===== src/rtl/ram_sync_clr_if.sv =====
// Write/read/clear bus for ram_sync_clr; the master drives requests and the slave returns read data and busy.
interface ram_sync_clr_if #(
  parameter int unsigned DATA_W = 8,
  parameter int unsigned ADDR_W = 4
);
  logic              clr;
  logic              we;
  logic [ADDR_W-1:0] waddr;
  logic [DATA_W-1:0] wdata;
  logic [DATA_W-1:0] wmask;
  logic              re;
  logic [ADDR_W-1:0] raddr;
  logic [DATA_W-1:0] rdata;
  logic              rvalid;
  logic              busy;

  modport master (
    output clr, we, waddr, wdata, wmask, re, raddr,
    input  rdata, rvalid, busy
  );

  modport slave (
    input  clr, we, waddr, wdata, wmask, re, raddr,
    output rdata, rvalid, busy
  );
endinterface


===== src/rtl/ram_sync_clr.sv =====
// Single-clock RAM with bit-masked writes, registered reads, selectable collision mode
// and a sweep sequencer that zeroes every entry after reset or on a clr request.
module ram_sync_clr #(
  parameter int unsigned DATA_W  = 8,
  parameter int unsigned ADDR_W  = 4,
  parameter int unsigned DEPTH   = 16,
  parameter int unsigned RD_MODE = 0
) (
  input logic           clk,
  input logic           rst,
  ram_sync_clr_if.slave bus
);
  localparam int unsigned     IDX_W = (DEPTH > 1) ? $clog2(DEPTH) : 1;
  localparam logic [ADDR_W-1:0] LAST = ADDR_W'(DEPTH - 1);

  typedef enum logic {S_CLEAR, S_IDLE} state_t;

  state_t            r_state;
  state_t            w_next;
  logic [ADDR_W-1:0] r_cnt;
  logic [DATA_W-1:0] r_mem [DEPTH];
  logic [DATA_W-1:0] r_rdata;
  logic              r_rvalid;

  logic              w_busy;
  logic              w_waddr_ok;
  logic              w_raddr_ok;
  logic              w_wr_en;
  logic              w_rd_en;
  logic              w_collide;
  logic [IDX_W-1:0]  w_widx;
  logic [IDX_W-1:0]  w_ridx;
  logic [IDX_W-1:0]  w_cidx;
  logic [DATA_W-1:0] w_wr_word;
  logic [DATA_W-1:0] w_rd_word;

  always_ff @(posedge clk) begin
    if (!rst) r_state <= S_CLEAR;
    else      r_state <= w_next;
  end

  always_comb begin
    w_next = r_state;
    case (r_state)
      S_CLEAR: if (r_cnt == LAST) w_next = S_IDLE;
      S_IDLE:  if (bus.clr)       w_next = S_CLEAR;
      default: w_next = S_CLEAR;
    endcase
  end

  always_comb begin
    w_busy = (r_state == S_CLEAR);
  end

  always_ff @(posedge clk) begin
    if (!rst)                         r_cnt <= '0;
    else if (w_busy && r_cnt != LAST) r_cnt <= r_cnt + ADDR_W'(1);
    else                              r_cnt <= '0;
  end

  always_comb begin
    w_waddr_ok = (32'(bus.waddr) < DEPTH);
    w_raddr_ok = (32'(bus.raddr) < DEPTH);
    w_widx     = bus.waddr[IDX_W-1:0];
    w_ridx     = bus.raddr[IDX_W-1:0];
    w_cidx     = r_cnt[IDX_W-1:0];
    w_wr_en    = bus.we && !w_busy && w_waddr_ok;
    w_rd_en    = bus.re && !w_busy;
    w_collide  = w_wr_en && w_rd_en && (bus.waddr == bus.raddr);
  end

  always_comb begin
    w_wr_word = '0;
    if (w_waddr_ok) w_wr_word = (r_mem[w_widx] & ~bus.wmask) | (bus.wdata & bus.wmask);
  end

  // Write-first forwards the merged word; read-first keeps the array's pre-edge value.
  always_comb begin
    w_rd_word = '0;
    if (w_raddr_ok) w_rd_word = r_mem[w_ridx];
    if (RD_MODE == 1 && w_collide) w_rd_word = w_wr_word;
  end

  // The array is left untouched on reset edges; the sweep clears it afterwards.
  always_ff @(posedge clk) begin
    if (rst) begin
      if (w_busy)       r_mem[w_cidx] <= '0;
      else if (w_wr_en) r_mem[w_widx] <= w_wr_word;
    end
  end

  always_ff @(posedge clk) begin
    if (!rst) begin
      r_rdata  <= '0;
      r_rvalid <= 1'b0;
    end else begin
      r_rvalid <= w_rd_en;
      if (w_rd_en) r_rdata <= w_rd_word;
    end
  end

  assign bus.rdata  = r_rdata;
  assign bus.rvalid = r_rvalid;
  assign bus.busy   = w_busy;
endmodule


===== src/flat_wrapper.sv =====
// flat-port wrapper written by rule: the top's interface ports become plain ports
module ram_sync_clr_flat 
#(
  parameter int unsigned DATA_W  = 8,
  parameter int unsigned ADDR_W  = 4,
  parameter int unsigned DEPTH   = 16,
  parameter int unsigned RD_MODE = 0
)
  (clk, rst, bus_clr, bus_we, bus_waddr, bus_wdata, bus_wmask, bus_re, bus_raddr, bus_rdata, bus_rvalid, bus_busy);
  ram_sync_clr_if #(.DATA_W(DATA_W), .ADDR_W(ADDR_W)) bus_i ();
  input logic clk;
  input logic rst;
  input wire logic [$bits(bus_i.clr)-1:0] bus_clr;
  input wire logic [$bits(bus_i.we)-1:0] bus_we;
  input wire logic [$bits(bus_i.waddr)-1:0] bus_waddr;
  input wire logic [$bits(bus_i.wdata)-1:0] bus_wdata;
  input wire logic [$bits(bus_i.wmask)-1:0] bus_wmask;
  input wire logic [$bits(bus_i.re)-1:0] bus_re;
  input wire logic [$bits(bus_i.raddr)-1:0] bus_raddr;
  output wire logic [$bits(bus_i.rdata)-1:0] bus_rdata;
  output wire logic [$bits(bus_i.rvalid)-1:0] bus_rvalid;
  output wire logic [$bits(bus_i.busy)-1:0] bus_busy;
  assign bus_i.clr = bus_clr;
  assign bus_i.we = bus_we;
  assign bus_i.waddr = bus_waddr;
  assign bus_i.wdata = bus_wdata;
  assign bus_i.wmask = bus_wmask;
  assign bus_i.re = bus_re;
  assign bus_i.raddr = bus_raddr;
  assign bus_rdata = bus_i.rdata;
  assign bus_rvalid = bus_i.rvalid;
  assign bus_busy = bus_i.busy;
  ram_sync_clr #(.DATA_W(DATA_W), .ADDR_W(ADDR_W), .DEPTH(DEPTH), .RD_MODE(RD_MODE)) u_core (.clk(clk), .rst(rst), .bus(bus_i));
endmodule

===== config.mk =====
export PLATFORM = sky130hd
export DESIGN_NAME = ram_sync_clr_flat
export DESIGN_NICKNAME = d
export VERILOG_FILES = /design/src/rtl/ram_sync_clr_if.sv /design/src/rtl/ram_sync_clr.sv /design/src/flat_wrapper.sv
export SDC_FILE = /design/constraint.sdc
export NUM_CORES = 1
export LEC_CHECK = 0
export CAP_MARGIN = 15
export CORE_ASPECT_RATIO = 1.1
export CORE_MARGIN = 4
export CORE_UTILIZATION = 35
export DETAILED_ROUTE_END_ITERATION = 8
export GPL_ROUTABILITY_DRIVEN = 0
export SYNTH_ARGS = -nofsm -noshare
export SYNTH_HDL_FRONTEND = slang
export SYNTH_SLANG_ARGS = --single-unit

===== constraint.sdc =====
create_clock -name clk -period 3.62 [get_ports clk]
set_clock_uncertainty 0.1 [all_clocks]
set_input_delay 0.362 -clock clk [delete_from_list [all_inputs] [get_ports clk]]
set_output_delay 0.362 -clock clk [all_outputs]
set_load 0.005 [all_outputs]

==> key figures <==
Run status
  • Status: finished clean

Global routing
  • Initial antenna violation count: 0
  • Global route overflow: 0
  • Tot GR Track Use: 0.179
  • First-pass GRT wire length: 27600 µm
  • Largest net degree at the start of global routing: 37
  • Vias in the first global route: 4112

Detailed routing
  • Drt drc: 0
  • Drt wl/cell: 27.3 µm
  • Initial DRT Pass Iterations: 5
  • Vias per cell: 6.07
  • Routed Antenna Nets: 0
  • Vias: 4176
  • Routed WL: 18800 µm
  • Initial DRC Count: 489

Job
  • Max_cap viols: 0

Hold path
  • Worst Hold Class: reg2reg

Cells and area
  • Commonest non-fill, non-tap cells in the layout: 128 x edfxtp_1, 61 x mux4_2, 36 x clkdlybuf4s50_1
  • Final Cell Area: 8050 µm²
  • Most common cell after layout, fill and taps aside: edfxtp_1
  • Antenna Cells: 0
  • Area grow syn2layout: 21.2%
  • Nets: 462
  • Ratio of cells with drive above 1 in the final layout: 0.292

Setup path
  • Crit-path max FO: 11
  • RR Endpoint: u_core.r_mem[2][6]
  • Crit path depth: 7
  • Crit path largest cell delay: 0.59 ns
  • Crit path cell chain: clkdlybuf4s50_1, nand3_1, buf_4, nor3_1, nor2_1, nor2_1, buf_4
  • Worst Setup Path Type: in2reg
  • Critical path origin: rst
  • Crit path launch type: input port
  • CP required: 3.66 ns
  • Setup crit end: u_core.r_mem[2][6]
  • Reg2reg path depth: 6
  • Worst path slowest cell: clkdlybuf4s50_1
  • R2R setup slack: 1.20 ns
  • WP data arrival: 2.57 ns
  • CP Capture Type: register
  • CP bufs+invs: 3
  • CP delay by family, top: buffers and inverters
  • Worst reg2reg startpoint: u_core.r_state

STA
  • Final worst setup slack: 1.09 ns
  • Max Slew Vio Count: 0
  • Fin. Hold Viols: 0
  • Period utilisation layout: 0.698
  • Rel. slew slack: 0.548
  • Final Critical Period: 2.53 ns
  • Max Fclk: 396 MHz
  • RSZ-0062 raised after global routing: no
  • Setup Viol. Count Final: 0
  • Worst-Margin Slew: 0.679 ns
  • Setup TNS: 0 ns

Logic synthesis
  • Ys flop type: edfxtp_1
  • Synthesized area per cell: 18.3 µm²
  • Synthesized cell area: 6640 µm²
  • Post-synth EDFFs: 128
  • Synth async-reset ratio: 0
  • Syn_nets: 393
  • Synthesized flop and latch total: 142
  • Syn. warnings: 0
  • Synth Instances: 363
  • Sequential fraction of the synthesis area: 0.621
  • Synth unique cells: 33

Place
  • DPL Wire Length: 12500 µm
  • DP Worst Slack: 0.636 ns
  • Post-Place Cell Area: 7450 µm²
  • PortBufs: 38

Clock tree
  • Post_cts resized: 0
  • Root Buffer Master: clkbuf_16
  • TritonCTS clock tree: yes
  • CTS clk-pin slew, worst paths: 0.06 ns
  • Hold Buf Count CTS: 0
  • Total CTS buffers: 17
  • Skew-Pair Late Insertion Delay: 0.42 ns
  • Clock Sink Count: 142
  • Post-CTS Setup Bufs: 0
  • Htree depth: 4
  • CTS max path bufs: 2

Floorplanning
  • Total die area: 21200 µm²
  • Die H: 152 µm
  • Row cnt: 52
  • Initial Util: 0.358
  • I/O pin total: 39
  • DIE WIDTH: 139 µm
  • CORE AREA: 18500 µm²

Pwr
  • Leakage: 2.87 nW
  • Net Switching: 824 µW
  • Clock power share: 0.469
  • Combinational fraction of design power: 0.059
  • Int Pwr: 2.98 mW
  • PwrDens: 473 nW/µm²
  • Switching part of the total: 0.216
  • Peak supply drop: 0.327 mV
  • Sequential power share: 0.472
==> sequential cells by signal, indices dropped and copies added (netlist names) <==
signal / count
u_core.bus.rdata: 8
u_core.bus.rvalid: 1
u_core.r_cnt: 4
u_core.r_mem: 128
u_core.r_state: 1
==> through the flow <==
step	hold WS, ns	cells	total power [mW]	utilization
floorplan	0.362	363	1.97	-
finish	0.378	688	3.81	0.434
global route	0.414	688	3.91	0.434
CTS	0.389	688	3.81	0.434
global placement	0.367	656	2.05	0.402
detailed placement	0.375	656	2.05	0.402
==> cells by family (layout without fill, tap and decap cells) <==
logic type / count (synthesis) / in the layout / share of synthesized area
DFF: 142 / 142 / 0.621
muxes: 90 / 90 / 0.258
xor gates and xnor gates: 1 / 1 / 0.00132
adders and majority gates: 1 / 1 / 0.00188
buffers and inverters: 28 / 110 / 0.0243
AOI/OAI and AO/OA: 34 / 34 / 0.0394
and+or+nand+nor: 67 / 67 / 0.0544
==> layer usage <==
| layer | up-vias | routed length, µm | GRT usage |
|---|---|---|---|
| met3 | 31 | 1950 | 0.0568 |
| met5 | - | 0 | 0 |
| met2 | 268 | 8610 | 0.264 |
| met4 | 0 | 354 | 0.0592 |
| li1 | 1691 | - | - |
| met1 | 2186 | 7860 | 0.254 |
==> power groups by stage <==
stage | combinational (mW) | clock [mW] | sequential (mW)
final | 0.223 | 1.79 | 1.80
after global routing | 0.236 | 1.88 | 1.80
after CTS | 0.223 | 1.79 | 1.80
after detailed placement | 0.222 | 0 | 1.83
after global placement | 0.219 | 0 | 1.83
after floorplan | 0.144 | 0 | 1.82
==> worst register-to-register path, delay by kind of cell, from the launching register on <==
kind | cells | cell delay [ns]
flip-flops | 1 | 0.43
AND/OR/NAND/NOR | 4 | 1.08
buffers and inverters | 2 | 0.53
==> layout make-up <==
type                       count  area (µm²)
inverter                       4        15.0
clock buffer                  19         433
clock inverter                13         166
timing repair buffer          74         653
multi-input combinational    193        2360
fill                        1609       10500
sequential                   142        4120
tap                          243         304
==> worst min-delay path by stage <==
stage	from	endpoint	cells after the start
detailed placement	u_core.bus.rdata[5]	u_core.bus.rdata[5]	2
CTS	u_core.bus.rdata[5]	u_core.bus.rdata[5]	2
global placement	u_core.bus.rdata[6]	u_core.bus.rdata[6]	2
floorplan	u_core.bus.rdata[0]	u_core.bus.rdata[0]	2
global route	u_core.bus.rdata[4]	u_core.bus.rdata[4]	2
finish	u_core.bus.rdata[5]	u_core.bus.rdata[5]	2
==> synth_stat cells (4+ instances only) <==
cell | number | area (µm²)
a31oi_1 | 4 | 25.0
mux4_2 | 61 | 1370
edfxtp_1 | 128 | 3840
a22oi_1 | 9 | 67.6
nand2_1 | 7 | 26.3
nor4_1 | 8 | 50.1
mux2i_1 | 26 | 260
a311o_1 | 8 | 80.1
nor4b_1 | 8 | 70.1
nor2_1 | 23 | 86.3
clkbuf_1 | 6 | 22.5
and3_1 | 6 | 37.5
dfxtp_1 | 14 | 280
o211ai_1 | 7 | 52.6
buf_2 | 14 | 70.1
No activity file was read; power rests on OpenSTA's default activity.
==> patch 1 (config.mk and constraints unchanged) <==
`RD_MODE` is set to 0 in 2 places; all go to 1.
--- a/src/rtl/ram_sync_clr.sv
+++ b/src/rtl/ram_sync_clr.sv
@@ -4,7 +4,7 @@
   parameter int unsigned DATA_W  = 8,
   parameter int unsigned ADDR_W  = 4,
   parameter int unsigned DEPTH   = 16,
-  parameter int unsigned RD_MODE = 0
+  parameter int unsigned RD_MODE = 1
 ) (
   input logic           clk,
   input logic           rst,
--- a/src/flat_wrapper.sv
+++ b/src/flat_wrapper.sv
@@ -4,7 +4,7 @@
   parameter int unsigned DATA_W  = 8,
   parameter int unsigned ADDR_W  = 4,
   parameter int unsigned DEPTH   = 16,
-  parameter int unsigned RD_MODE = 0
+  parameter int unsigned RD_MODE = 1
 )
   (clk, rst, bus_clr, bus_we, bus_waddr, bus_wdata, bus_wmask, bus_re, bus_raddr, bus_rdata, bus_rvalid, bus_busy);
   ram_sync_clr_if #(.DATA_W(DATA_W), .ADDR_W(ADDR_W)) bus_i ();
Function: no difference found for any inputs over 10 cycles, from zero or initial values and one cycle with rst low; that may be too few to reach the edited logic, so the function may still have changed.
==> patch 1 against the original RTL <==
Sequential cell count did not move; die area rose by 2.9%; worst setup slack got worse by 210 ps; clock power fell by 10%; critical path depth did not move; wire length fell by 6.2%; power fell by 3.4%; critical path type unchanged; cell area rose by 1.1%; final cell count rose by 4.5%; area after synthesis rose by 3.1%; combinational power rose by 23%.
==> patch 1: results (changes against the original RTL) <==
{| class="wikitable"
! Metric !! Value
|-
| Count of clock buffers in the final design || 18 (-1)
|-
| DP Area || 7590 um^2 (+1.9%)
|-
| Buffers outside the clock class || 67 (-9.5%)
|-
| Post-synthesis cell type count || 41 (+24%)
|-
| Vias in the first global route || 4312 (+4.9%)
|-
| Setup Buffers After CTS || 0 (unchanged)
|-
| Cell count after synthesis || 404 (+11%)
|-
| Buffer share of cell area || 7.56% (-0.55 points)
|-
| Worst min-delay path startpoint || u_core.bus.rdata[0]$_SDFFE_PN0P_
|-
| Post-DR wirelength/cell || 24.5 um (-10%)
|-
| Maximum vdd drop || 0.309 mV (-5.6%)
|-
| Non-filler cells, final || 719 (+4.5%)
|-
| Fraction of power consumed by the clock network || 43.7% (-3.2 points)
|-
| Cell-internal power || 2.85 mW (-4.6%)
|-
| Lkg Pwr || 2.87 nW (about the same)
|-
| Tightest slew margin relative to the limit || 26.9% (-28 points)
|-
| Clock network area share || 6.76% (-0.68 points)
|-
| Biggest area contributors in the synthesized netlist || edfxtp_1, mux4_2, dfxtp_1
|-
| Post-Syn Nets || 434 (+10%)
|-
| Post-Route Utilization || 42.5% (-0.94 points)
|-
| Largest net degree at the start of global routing || 26 (-30%)
|-
| Post-route cell area || 8140 um^2 (+1.1%)
|-
| Timing endpoint of the critical path || u_core.bus.rdata[0]$_SDFFE_PN0P_
|-
| Detailed placement HPWL || 11900 um (-4.4%)
|-
| Power per Cell Area || 451 nW/um^2 (-4.5%)
|-
| Most instantiated flip-flop cell in the synthesis netlist || edfxtp_1
|-
| Global-route wire length before repair || 26900 um (-2.7%)
|-
| DR vias || 4084 (-2.2%)
|-
| Global-route total usage across every layer || 17.0% (-0.97 points)
|-
| Arrival time worst endpoint || 2940 ps (+370 ps)
|-
| End point of the most critical hold path || u_core.bus.rdata[0]$_SDFFE_PN0P_
|-
| Number of fill cells in the layout || 1677 (+4.2%)
|-
| First-pass DRT Iterations || 4 (-1)
|-
| Seq/Total Area, Yosys || 60.2% (-1.8 points)
|-
| Maximum buffer depth of the clock tree || 2 (unchanged)
|-
| Status || finished, final reports clean
|-
| Master of the slowest instance on the critical path || clkdlybuf4s50_1
|-
| Multi-input combinational cell area || 2530 um^2 (+7.3%)
|-
| Max FO, Critical Path || 13 (+2)
|-
| Total number of multi-input combinational cells || 227 (+18%)
|-
| Pre-CTS WS || 462 ps (-173 ps)
|-
| Fraction of final layout cells with drive strength greater than 1 || 30.9% (+1.7 points)
|}
-- patch 1: cell types whose count changed after synthesis, moves of 9 or more --
cell     before  now
mux2i_1      26   11
nor2_1       23   32
o22ai_1       0    9
nand2_1       7   20
-- patch 1: layer usage --
metal | vias to the layer above | global-route usage, % | part of all wire [%]
met5 | - | 0 | 0
met4 | 0 | 7.34 | 3.5
met3 | 44 | 3.62 | 5.5
met2 | 142 | 27.7 | 50
met1 | 2112 | 22.0 | 41
li1 | 1786 | - | -
-- patch 1: kinds of logic after synthesis --
logic type,synth area share (%)
adders and majority gates,0.183
xor gates and xnor gates,1.11
muxes,22.8
DFF,60.2
and+or+nand+nor,4.61
AOI/OAI and AO/OA,8.21
buffers and inverters,2.83
-- patch 1: worst max-delay path: cells and delay by family --
family	cells	cell delay (ps)
buffers and inverters	2	910
and+or+nand+nor	2	870
AOI/OAI and AO/OA	2	640
muxes	1	140
==> patch 2 (same settings) <==
Made on the original files. Make the reset (`rst`) asynchronous in 3 clocked blocks.
--- a/src/rtl/ram_sync_clr.sv
+++ b/src/rtl/ram_sync_clr.sv
@@ -34,7 +34,7 @@
   logic [DATA_W-1:0] w_wr_word;
   logic [DATA_W-1:0] w_rd_word;
 
-  always_ff @(posedge clk) begin
+  always_ff @(posedge clk or negedge rst) begin
     if (!rst) r_state <= S_CLEAR;
     else      r_state <= w_next;
   end
@@ -52,7 +52,7 @@
     w_busy = (r_state == S_CLEAR);
   end
 
-  always_ff @(posedge clk) begin
+  always_ff @(posedge clk or negedge rst) begin
     if (!rst)                         r_cnt <= '0;
     else if (w_busy && r_cnt != LAST) r_cnt <= r_cnt + ADDR_W'(1);
     else                              r_cnt <= '0;
@@ -89,7 +89,7 @@
     end
   end
 
-  always_ff @(posedge clk) begin
+  always_ff @(posedge clk or negedge rst) begin
     if (!rst) begin
       r_rdata  <= '0;
       r_rvalid <= 1'b0;
Formal check against the unedited RTL: same outputs for any inputs over 10 cycles, from zero or initial values and one cycle with rst low; that may be too few to reach the edited logic, so the function may still have changed.
==> patch 2 against the original RTL <==
Non-clock buffer count up 7; first-iteration DRC count up 7.4%; critical path depth down 1; area after synthesis up 2.0%; die area up 1.9%; synthesized cell count up 24%; sequential cell count unchanged; wire length up 3.2%; cell area up 2.8%; worst setup slack better by 280 ps.
Power is not compared: it rests on default switching activity, and its combinational part moved more than twofold at a synthesized area within 25%.
==> patch 2: results (changes against the original RTL) <==
{| class="wikitable"
! Metric !! Value
|-
| Final nets || 551 (+19%)
|-
| Classification of the worst-slack hold path || input pin to asynchronous set/reset pin
|-
| Status || finished, final reports clean
|-
| Global-route wire length before repair || 28400 um (+3.0%)
|-
| Transition time of the tightest slew-check pin || 1130 ps (+456 ps)
|-
| Sequential Power || 2.13 mW
|-
| Biggest area contributors in the synthesized netlist || edfxtp_1, mux2i_1, mux4_2
|-
| Seq/Total Area, Yosys || 61.9% (-0.20 points)
|-
| Detailed placement HPWL || 12400 um (-1.0%)
|-
| Pre-CTS WS || 1030 ps (+394 ps)
|-
| Vias in the first global route || 4556 (+11%)
|-
| Initial drt markers || 525 (+7.4%)
|-
| Setup Buffers After CTS || 0 (unchanged)
|-
| Number of flip-flops in the largest register || 128 (unchanged)
|-
| Post-synthesis cell type count || 33 (unchanged)
|-
| DR vias || 4516 (+8.1%)
|-
| Share of flip-flops with an asynchronous set or reset after synthesis || 9.86% (+9.9 points)
|-
| Final hold vios || 0 (unchanged)
|-
| Largest net degree at the start of global routing || 65 (+76%)
|-
| Htree depth || 4 (unchanged)
|-
| Arrival time worst endpoint || 2250 ps (-320 ps)
|-
| Post-synth EDFFs || 128 (unchanged)
|-
| Clock-pin slew on the worst setup and hold paths || 60 ps (about the same)
|-
| Post-DR wirelength/cell || 24.8 um (-8.9%)
|-
| Post-Syn Nets || 481 (+22%)
|-
| Leading cell types by count after synthesis || edfxtp_1, mux2i_1, nand2_1
|-
| Fraction of final layout cells with drive strength greater than 1 || 17.4% (-12 points)
|-
| Worst skew pair latency || 420 ps (about the same)
|-
| Maximum buffer depth of the clock tree || 2 (unchanged)
|-
| Max FO, Critical Path || 17 (+6)
|-
| Global-route total usage across every layer || 18.0% (+0.043 points)
|-
| Clock root cell || clkbuf_16
|-
| Post-cts gate resize count || 0 (unchanged)
|-
| Number of I/O port buffers || 38 (unchanged)
|-
| Number of buffers created by CTS || 17 (unchanged)
|-
| Lkg Pwr || 3.05 nW
|-
| First-pass DRT Iterations || 5 (unchanged)
|-
| Power attributed to combinational cells || 827 uW
|-
| Switching power of the nets || 1.23 mW
|-
| Register with the highest flop count || u_core.r_mem
|}
-- patch 2: cell count changes after synthesis, moves of 9 or more --
cell / unedited run / this run
nand3_1: 2 / 20
dfrtp_1: 0 / 14
a21oi_1: 2 / 26
nand2_1: 7 / 34
mux4_1: 3 / 14
o21ai_0: 2 / 11
a22oi_1: 9 / 24
mux2i_1: 26 / 65
mux4_2: 61 / 18
dfxtp_1: 14 / 0
-- patch 2: critical path: stages, from the launching register on --
cell and delay [ps]:
dfrtp_1 510, nand3_1 120, buf_4 280, mux2i_1 320
nand3_1 190, nor2_1 150, buf_4 250
-- patch 2: metal layers --
layer / track usage (%) / share of wire [%] / vias to the layer above / wire length (um)
met3: 3.27 / 6.6 / 38 / 1280
met1: 23.4 / 41 / 2315 / 7950
met4: 7.38 / 2.9 / 0 / 564
li1: - / - / 1955 / -
met5: 0 / 0 / - / 0
met2: 29.7 / 49 / 208 / 9580
-- patch 2: worst paths after layout --
path	startpoint	end	slack, ps	cells after the start
setup / recovery	u_core.r_state$_DFF_PN0_	u_core.r_mem[10][1]$_DFFE_PP_	1380	6
hold / removal	rst	u_core.bus.rdata[6]$_DFFE_PN0P_	230	2
setup reg to reg	u_core.r_state$_DFF_PN0_	u_core.r_mem[10][1]$_DFFE_PP_	1380	6
hold reg to reg	u_core.bus.rdata[4]$_DFFE_PN0P_	u_core.bus.rdata[4]$_DFFE_PN0P_	420	2
max in group asynchronous	rst	u_core.bus.rdata[3]$_DFFE_PN0P_	2950	2
min in group clk	bus_clr	u_core.r_state$_DFF_PN0_	400	2
-- patch 2: final cells by class --
| type | instances | area [um^2] |
|---|---|---|
| Fill cell | 1719 | 10800 |
| Sequential cell | 142 | 4190 |
| Multi-Input combinational cell | 273 | 2400 |
| Timing Repair Buffer | 81 | 721 |
| Clock buffer | 21 | 470 |
| Tap cell | 247 | 309 |
| Clock inverter | 10 | 161 |
| Inverter | 6 | 22.5 |
-- patch 2: metrics by stage --
step	cell area (um^2)	hold WS [ps]	power (mW)	std cells
after floorplan	6780	-33.6	2.55	451
after global placement	7650	400	2.97	749
after detailed placement	7650	408	2.99	749
after CTS	8280	235	4.82	780
after global routing	8280	264	4.98	780
final	8280	235	4.80	780
-- patch 2: cell families (layout without fill, tap and decap cells) --
logic type | after synthesis | in the layout | share of synthesized area (%)
and+or+nand+nor | 90 | 90 | 5.98
muxes | 97 | 97 | 21.0
xor gates and xnor gates | 1 | 1 | 0.129
DFF | 142 | 142 | 61.9
buffers and inverters | 36 | 118 | 2.71
AOI/OAI and AO/OA | 84 | 84 | 8.10
adders and majority gates | 1 | 1 | 0.185
